==> config.mk <==
export PLATFORM = sky130hd
export DESIGN_NAME = spi_peripheral
export DESIGN_NICKNAME = d
export VERILOG_FILES = /design/src/rtl/spi_peripheral_pkg.sv /design/src/rtl/spi_peripheral_sync.sv /design/src/rtl/spi_peripheral.sv
export SDC_FILE = /design/constraint.sdc
export NUM_CORES = 1
export LEC_CHECK = 0
export BUFFER_PORTS_ARGS = -buffer_cell sky130_fd_sc_hd__buf_2
export CAP_MARGIN = 5
export CORE_MARGIN = 3
export CORE_UTILIZATION = 40
export CTS_CLUSTER_DIAMETER = 200
export DETAILED_ROUTE_END_ITERATION = 16
export MAX_ROUTING_LAYER = met4
export PLACE_DENSITY = 0.69
export SLEW_MARGIN = 10
export SYNTH_ARGS = -nofsm -noshare
export SYNTH_HDL_FRONTEND = slang
export SYNTH_SLANG_ARGS = --single-unit
==> constraint.sdc <==
create_clock -name clk -period 2.3 [get_ports clk]
set_clock_uncertainty 0.2 [all_clocks]
set_input_delay 0.23 -clock clk [delete_from_list [all_inputs] [get_ports clk]]
set_output_delay 0.23 -clock clk [all_outputs]
set_load 0.01 [all_outputs]
==> src/rtl/spi_peripheral_pkg.sv <==
// Shared definitions for the SPI register-write target: register addresses,
// frame length and the frame-handling FSM state type.
package uwasic_spi_pkg;

    // Register map seen by pwm_peripheral
    localparam logic [6:0] ADDR_EN_OUT_LO = 7'h00;
    localparam logic [6:0] ADDR_EN_OUT_HI = 7'h01;
    localparam logic [6:0] ADDR_EN_PWM_LO = 7'h02;
    localparam logic [6:0] ADDR_EN_PWM_HI = 7'h03;
    localparam logic [6:0] ADDR_DUTY      = 7'h04;

    // One R/W bit, seven address bits, eight data bits
    localparam int FRAME_BITS = 16;

    typedef enum logic [1:0] {
        IDLE   = 2'd0,
        SHIFT  = 2'd1,
        COMMIT = 2'd2
    } spi_state_t;

endpackage

==> src/rtl/spi_peripheral_sync.sv <==
// Multi-stage synchronizer for one asynchronous pin, with single-cycle
// rise/fall pulses taken between the last synced stage and one delay flop.
// STAGES must be at least 2. RST_VAL is the idle level of the pin so that
// leaving reset does not fabricate an edge.
module spi_sync #(
    parameter int   STAGES  = 2,
    parameter logic RST_VAL = 1'b0
) (
    input  logic clk,
    input  logic rst_n,
    input  logic d_in,
    output logic q,
    output logic rise,
    output logic fall
);

    logic [STAGES-1:0] sync_q;
    logic [STAGES-1:0] sync_d;
    logic              dly_q;
    logic              dly_d;

    // Next state: shift the pin into the chain, delay the last stage by one
    always_comb begin
        sync_d = {sync_q[STAGES-2:0], d_in};
        dly_d  = sync_q[STAGES-1];
    end

    // Synchronizer and delay flops, reset to the pin's idle level
    always_ff @(posedge clk or negedge rst_n) begin
        if (!rst_n) begin
            sync_q <= {STAGES{RST_VAL}};
            dly_q  <= RST_VAL;
        end else begin
            sync_q <= sync_d;
            dly_q  <= dly_d;
        end
    end

    assign q    = sync_q[STAGES-1];
    assign rise = sync_q[STAGES-1] & ~dly_q;
    assign fall = ~sync_q[STAGES-1] & dly_q;

endmodule

==> src/rtl/spi_peripheral.sv <==
// SPI mode-0 target that accepts 16-bit register-write frames and drives the
// five control registers read by pwm_peripheral. All SPI pins are treated as
// asynchronous and oversampled on clk, so sclk phases must each last at least
// four clk periods.
// Optional build macro SPI_READBACK_EN: frames with R/W = 0 return the
// addressed register on cipo; without it cipo is tied low.
module spi_peripheral #(
    parameter int FRAME_BITS  = uwasic_spi_pkg::FRAME_BITS,
    parameter int MAX_ADDR    = 4,
    parameter int SYNC_STAGES = 2
) (
    input  logic       clk,
    input  logic       rst_n,
    input  logic       sclk,
    input  logic       copi,
    input  logic       ncs,
    output logic       cipo,
    output logic [7:0] en_reg_out_7_0,
    output logic [7:0] en_reg_out_15_8,
    output logic [7:0] en_reg_pwm_7_0,
    output logic [7:0] en_reg_pwm_15_8,
    output logic [7:0] pwm_duty_cycle
);

    import uwasic_spi_pkg::*;

    // Counter reaches FRAME_BITS+1 to flag an overlong frame
    localparam int                CNT_W      = $clog2(FRAME_BITS + 2);
    localparam logic [CNT_W-1:0]  CNT_FULL   = CNT_W'(FRAME_BITS);
    localparam logic [CNT_W-1:0]  CNT_OVER   = CNT_W'(FRAME_BITS + 1);
    localparam logic [6:0]        MAX_ADDR_L = 7'(MAX_ADDR);

    logic sclk_s, sclk_rise, sclk_fall;
    logic copi_s, copi_rise, copi_fall;
    logic ncs_s, ncs_rise, ncs_fall;

    spi_sync #(.STAGES(SYNC_STAGES), .RST_VAL(1'b0)) u_sync_sclk (
        .clk  (clk),
        .rst_n(rst_n),
        .d_in (sclk),
        .q    (sclk_s),
        .rise (sclk_rise),
        .fall (sclk_fall)
    );

    spi_sync #(.STAGES(SYNC_STAGES), .RST_VAL(1'b0)) u_sync_copi (
        .clk  (clk),
        .rst_n(rst_n),
        .d_in (copi),
        .q    (copi_s),
        .rise (copi_rise),
        .fall (copi_fall)
    );

    // nCS idles high, so its synchronizer resets high
    spi_sync #(.STAGES(SYNC_STAGES), .RST_VAL(1'b1)) u_sync_ncs (
        .clk  (clk),
        .rst_n(rst_n),
        .d_in (ncs),
        .q    (ncs_s),
        .rise (ncs_rise),
        .fall (ncs_fall)
    );

    // Synchronizer outputs not needed in every build
    logic unused_sync;
    assign unused_sync = ^{sclk_s, sclk_fall, copi_rise, copi_fall, ncs_s};

    spi_state_t            state_q, state_d;
    logic [CNT_W-1:0]      cnt_q, cnt_d;
    logic [FRAME_BITS-1:0] shreg_q, shreg_d;
    logic                  fall_pend_q, fall_pend_d;
    logic [7:0]            en_out_lo_q, en_out_lo_d;
    logic [7:0]            en_out_hi_q, en_out_hi_d;
    logic [7:0]            en_pwm_lo_q, en_pwm_lo_d;
    logic [7:0]            en_pwm_hi_q, en_pwm_hi_d;
    logic [7:0]            duty_q, duty_d;

    logic [6:0]            frame_addr;
    logic [7:0]            frame_data;
    logic                  frame_ok;

    assign frame_addr = shreg_q[FRAME_BITS-2 -: 7];
    assign frame_data = shreg_q[7:0];
    // Only an exact-length write to a mapped address is committed
    assign frame_ok   = (cnt_q == CNT_FULL) && shreg_q[FRAME_BITS-1] &&
                        (frame_addr <= MAX_ADDR_L);

    // Frame FSM: collect bits while nCS is low, then commit for one cycle
    always_comb begin
        state_d     = state_q;
        cnt_d       = cnt_q;
        shreg_d     = shreg_q;
        fall_pend_d = fall_pend_q;
        en_out_lo_d = en_out_lo_q;
        en_out_hi_d = en_out_hi_q;
        en_pwm_lo_d = en_pwm_lo_q;
        en_pwm_hi_d = en_pwm_hi_q;
        duty_d      = duty_q;

        case (state_q)
            IDLE: begin
                if (ncs_fall || fall_pend_q) begin
                    state_d     = SHIFT;
                    cnt_d       = '0;
                    shreg_d     = '0;
                    fall_pend_d = 1'b0;
                end
            end
            SHIFT: begin
                if (ncs_rise) begin
                    state_d = COMMIT;
                end else if (sclk_rise) begin
                    shreg_d = {shreg_q[FRAME_BITS-2:0], copi_s};
                    if (cnt_q != CNT_OVER) begin
                        cnt_d = cnt_q + 1'b1;
                    end
                end
            end
            COMMIT: begin
                state_d = IDLE;
                // A frame start seen here is replayed in the following IDLE cycle
                if (ncs_fall) begin
                    fall_pend_d = 1'b1;
                end
                if (frame_ok) begin
                    case (frame_addr)
                        ADDR_EN_OUT_LO: en_out_lo_d = frame_data;
                        ADDR_EN_OUT_HI: en_out_hi_d = frame_data;
                        ADDR_EN_PWM_LO: en_pwm_lo_d = frame_data;
                        ADDR_EN_PWM_HI: en_pwm_hi_d = frame_data;
                        ADDR_DUTY:      duty_d      = frame_data;
                        default:        ;
                    endcase
                end
            end
            default: begin
                state_d = IDLE;
            end
        endcase
    end

    // FSM, frame capture and register flops
    always_ff @(posedge clk or negedge rst_n) begin
        if (!rst_n) begin
            state_q     <= IDLE;
            cnt_q       <= '0;
            shreg_q     <= '0;
            fall_pend_q <= 1'b0;
            en_out_lo_q <= 8'h00;
            en_out_hi_q <= 8'h00;
            en_pwm_lo_q <= 8'h00;
            en_pwm_hi_q <= 8'h00;
            duty_q      <= 8'h00;
        end else begin
            state_q     <= state_d;
            cnt_q       <= cnt_d;
            shreg_q     <= shreg_d;
            fall_pend_q <= fall_pend_d;
            en_out_lo_q <= en_out_lo_d;
            en_out_hi_q <= en_out_hi_d;
            en_pwm_lo_q <= en_pwm_lo_d;
            en_pwm_hi_q <= en_pwm_hi_d;
            duty_q      <= duty_d;
        end
    end

    assign en_reg_out_7_0  = en_out_lo_q;
    assign en_reg_out_15_8 = en_out_hi_q;
    assign en_reg_pwm_7_0  = en_pwm_lo_q;
    assign en_reg_pwm_15_8 = en_pwm_hi_q;
    assign pwm_duty_cycle  = duty_q;

`ifdef SPI_READBACK_EN
    logic [7:0] tx_q, tx_d;
    logic [7:0] rd_byte;
    logic [7:0] rd_val;

    // Read side: load the addressed register after the 8th rising edge,
    // hold its MSB through rising edge 9, then shift on each falling edge
    always_comb begin
        tx_d    = tx_q;
        rd_byte = {shreg_q[6:0], copi_s};
        rd_val  = 8'h00;
        if (rd_byte[6:0] <= MAX_ADDR_L) begin
            case (rd_byte[6:0])
                ADDR_EN_OUT_LO: rd_val = en_out_lo_q;
                ADDR_EN_OUT_HI: rd_val = en_out_hi_q;
                ADDR_EN_PWM_LO: rd_val = en_pwm_lo_q;
                ADDR_EN_PWM_HI: rd_val = en_pwm_hi_q;
                ADDR_DUTY:      rd_val = duty_q;
                default:        rd_val = 8'h00;
            endcase
        end

        if (state_q == IDLE) begin
            if (ncs_fall || fall_pend_q) begin
                tx_d = 8'h00;
            end
        end else if (state_q == SHIFT && !ncs_rise) begin
            if (sclk_rise && cnt_q == CNT_W'(7)) begin
                tx_d = rd_byte[7] ? 8'h00 : rd_val;
            end else if (sclk_fall && cnt_q >= CNT_W'(9)) begin
                tx_d = {tx_q[6:0], 1'b0};
            end
        end
    end

    // Transmit shift register
    always_ff @(posedge clk or negedge rst_n) begin
        if (!rst_n) begin
            tx_q <= 8'h00;
        end else begin
            tx_q <= tx_d;
        end
    end

    assign cipo = ncs_s ? 1'b0 : tx_q[7];
`else
    assign cipo = 1'b0;
`endif

endmodule

==> flow_summary.json <==
{
  "critPathRequiredTime_ns": 2.33,
  "track_usage": 0.155,
  "vias": 1909,
  "ys_types": 33,
  "leakage_nw": 1.88,
  "die_area_mm2": 0.00812,
  "first_pass_iters": 4,
  "worst_pin_slew_ns": 0.603,
  "die_x_um": 90.1,
  "setup_viol": 0,
  "tns_ns": 0,
  "grt_max_degree": 26,
  "maxSlewViolCount": 0,
  "grt_setup_unrepaired": "no",
  "hold_start": "u_sync_copi.sync_q[0]",
  "ys.flop_type": "dfrtp_1",
  "clkTransAtPathRegs_ns": 0.08,
  "grt_remaining_overflow": 0,
  "slowest_delay_ns": 0.56,
  "synth_xor_area_frac": 0,
  "use_met1": 0.204,
  "antenna_found_initial": 0,
  "ys_seq_elements": 72,
  "timing.rr.start": "shreg_q[11]",
  "synth.most_common_cell": "dfrtp_1",
  "placed_cells": 363,
  "num_rows": 30,
  "synth-compound-area-share": 0.0508,
  "drtAntennaViolNets": 0,
  "grtUsageMet2": 0.234,
  "critPathArrivalTime_ns": 2.25,
  "synth_top_family_by_area": "multiplexers",
  "startpoint_type": "flop",
  "fmax_mhz": 450,
  "async_flop_share": 1.00,
  "synthAdderAreaFrac": 0.0133,
  "hold_viol_final": 0,
  "synth.area.top_cells": "dfrtp_1 (61%), mux2_2 (16%), nand3_1 (3.5%)",
  "finalNonFillerCells": 384,
  "clk-insertion-delay-late_ns": 0.34,
  "drtIter0Drc": 123,
  "maxSlewHeadroom": 0.598,
  "crit_slowest_cell": "or4_4",
  "htreeDepth": 3,
  "netlist_instances": 216,
  "cp_top_family": "simple AND/OR/NAND/NOR gates",
  "ir_drop_mv": 0.401,
  "dp_hpwl_mm": 3.90,
  "cp_num_buf_inv": 2,
  "fin_crit_ns": 2.22,
  "crit_chain": "or4_4 > nor4_4 > buf_4 > nand3_2 > buf_4 > mux2_2",
  "synth_edf_count": 0,
  "cp_common_cell": "buf_4",
  "grt-busiest-layer": "met2",
  "powerDensity_mw_per_mm2": 806,
  "start_util": 0.414,
  "yosys.area_share.simple": 0.117,
  "use_met3": 0.0293,
  "clockBufferDepth": 2,
  "synthesis.area_mm2": 0.00283,
  "syn-num-nets": 224,
  "min_path_type": "reg -> reg",
  "hold_slack_ns": 0.149,
  "wl_mm": 5.71,
  "worstSetupPathType": "reg -> reg",
  "core-area_mm2": 0.00683,
  "grt_pass1_wl_mm": 9.74,
  "num-nets-final": 291,
  "grt_pass1_vias": 1936,
  "total_power_mw": 2.87,
  "ios": 46,
  "antenna_cells": 0,
  "drive_gt1_frac": 0.431,
  "routedWlPerCell_um": 14.9,
  "synth_area_leader_cell": "dfrtp_1",
  "syn2layout_area_growth_pct": 26.0,
  "synth.avg_cell_area_um2": 13.1,
  "numCtsBuffers": 9,
  "yosys_warnings": 0,
  "outcome": "completed",
  "muxShareOfSynthArea": 0.163,
  "maxCapViolCount": 0,
  "crit_path_end_kind": "flop",
  "cts.sinks": 72,
  "cp_max_fo": 5,
  "synth_top_area_frac": 0.610,
  "gp_congestion": 0.793,
  "critPathLaunch": "shreg_q[11]",
  "drc_errors": 0,
  "cts_tree": "done",
  "root_buffer": "clkbuf_8",
  "io_buffer_count": 44,
  "via_per_inst": 4.97,
  "dieHeight_um": 90.1,
  "netlist_top_cells_count": "dfrtp_1 (69), mux2_2 (39), nand2_1 (21)",
  "period_share": 0.966,
  "yosysSeqAreaShare": 0.638
}
==> kinds of logic after synthesis <==
family,Yosys count
multiplexers,41
other,1
adder cells (fa/ha/maj),3
AO/OA/AOI/OAI,25
buffers and inverters,12
flip-flops,72
AND/OR/NAND/NOR,62
==> area by class of cell <==
class / count / area [um^2]
fillers: 597 / 3260
flip-flops and latches: 72 / 1810
inverters: 4 / 15.0
multi-input cells: 132 / 1000
clock inverters: 7 / 96.3
well taps: 96 / 120
clock buffers: 9 / 124
repair buffers: 64 / 405
==> repair_timing <==
action / 4_1_cts / 5_1_grt
hold buffers: 4 / 0
setup buffers: 0 / 1
pin swaps: 0 / 1
hold endpoints to repair: 26 / 0
resized for setup: 2 / 3
endpoints found under the setup margin: 8 / 40
gates cloned: 0 / 0
==> layer usage <==
layer	vias up	share of wire
li1	897	-
met5	-	0
met2	51	0.47
met4	0	0.022
met3	14	0.044
met1	947	0.46
==> final timing paths <==
| kind | depth (start not counted) | end | slack, ns |
|---|---|---|---|
| min reg2reg | 0 | u_sync_copi.sync_q[1] | 0.15 |
| min in group asynchronous | 2 | en_reg_out_15_8[3] | 0.23 |
| min | 0 | u_sync_copi.sync_q[1] | 0.15 |
| max | 6 | en_reg_pwm_15_8[3] | 0.08 |
| max reg2reg | 6 | en_reg_pwm_15_8[3] | 0.08 |
| max in group asynchronous | 3 | u_sync_ncs.sync_q[1] | 1.05 |
==> stage by stage <==
step	utilization	area [um^2]	setup slack, ns
after floorplan	-	2830	0.212
after global placement	0.479	3280	0.0129
after detailed placement	0.479	3280	-0.0495
after CTS	0.519	3550	-0.0235
after global routing	0.522	3570	0.00999
final	0.522	3570	0.0781
==> report_power, final <==
part	leakage, nW	total [mW]	switching, mW	internal [mW]
Clock	0.101	1.09	0.483	0.610
Combinational	0.803	0.387	0.245	0.143
Sequential	0.979	1.39	0.0675	1.33
Total	1.88	2.87	0.795	2.08
==> layout by cell type, fill, tap and decap left out, types with 3 or more instances in the layout <==
master | Yosys | routed
nand3_1 | 20 | 20
ha_1 | 3 | 3
nor2_1 | 5 | 5
dfstp_2 | 3 | 3
nor2b_1 | 3 | 3
nand2_1 | 21 | 20
mux2_2 | 39 | 39
o21ai_0 | 17 | 17
clkinvlp_4 | 0 | 3
clkbuf_8 | 0 | 9
dlygate4sd3_1 | 0 | 4
buf_2 | 0 | 44
dfrtp_1 | 69 | 69
inv_1 | 4 | 4
buf_4 | 1 | 14
==> state kept, by name (all words and copies together) (netlist names) <==
register / count
cnt_q: 5
en_reg_out_15_8: 8
en_reg_out_7_0: 8
en_reg_pwm_15_8: 8
en_reg_pwm_7_0: 8
fall_pend_q: 1
pwm_duty_cycle: 8
shreg_q: 16
state_q: 2
u_sync_copi.sync_q: 2
u_sync_ncs.dly_q: 1
u_sync_ncs.sync_q: 2
u_sync_sclk.dly_q: 1
u_sync_sclk.sync_q: 2
Note: power is estimated with default switching activity, not from simulation.
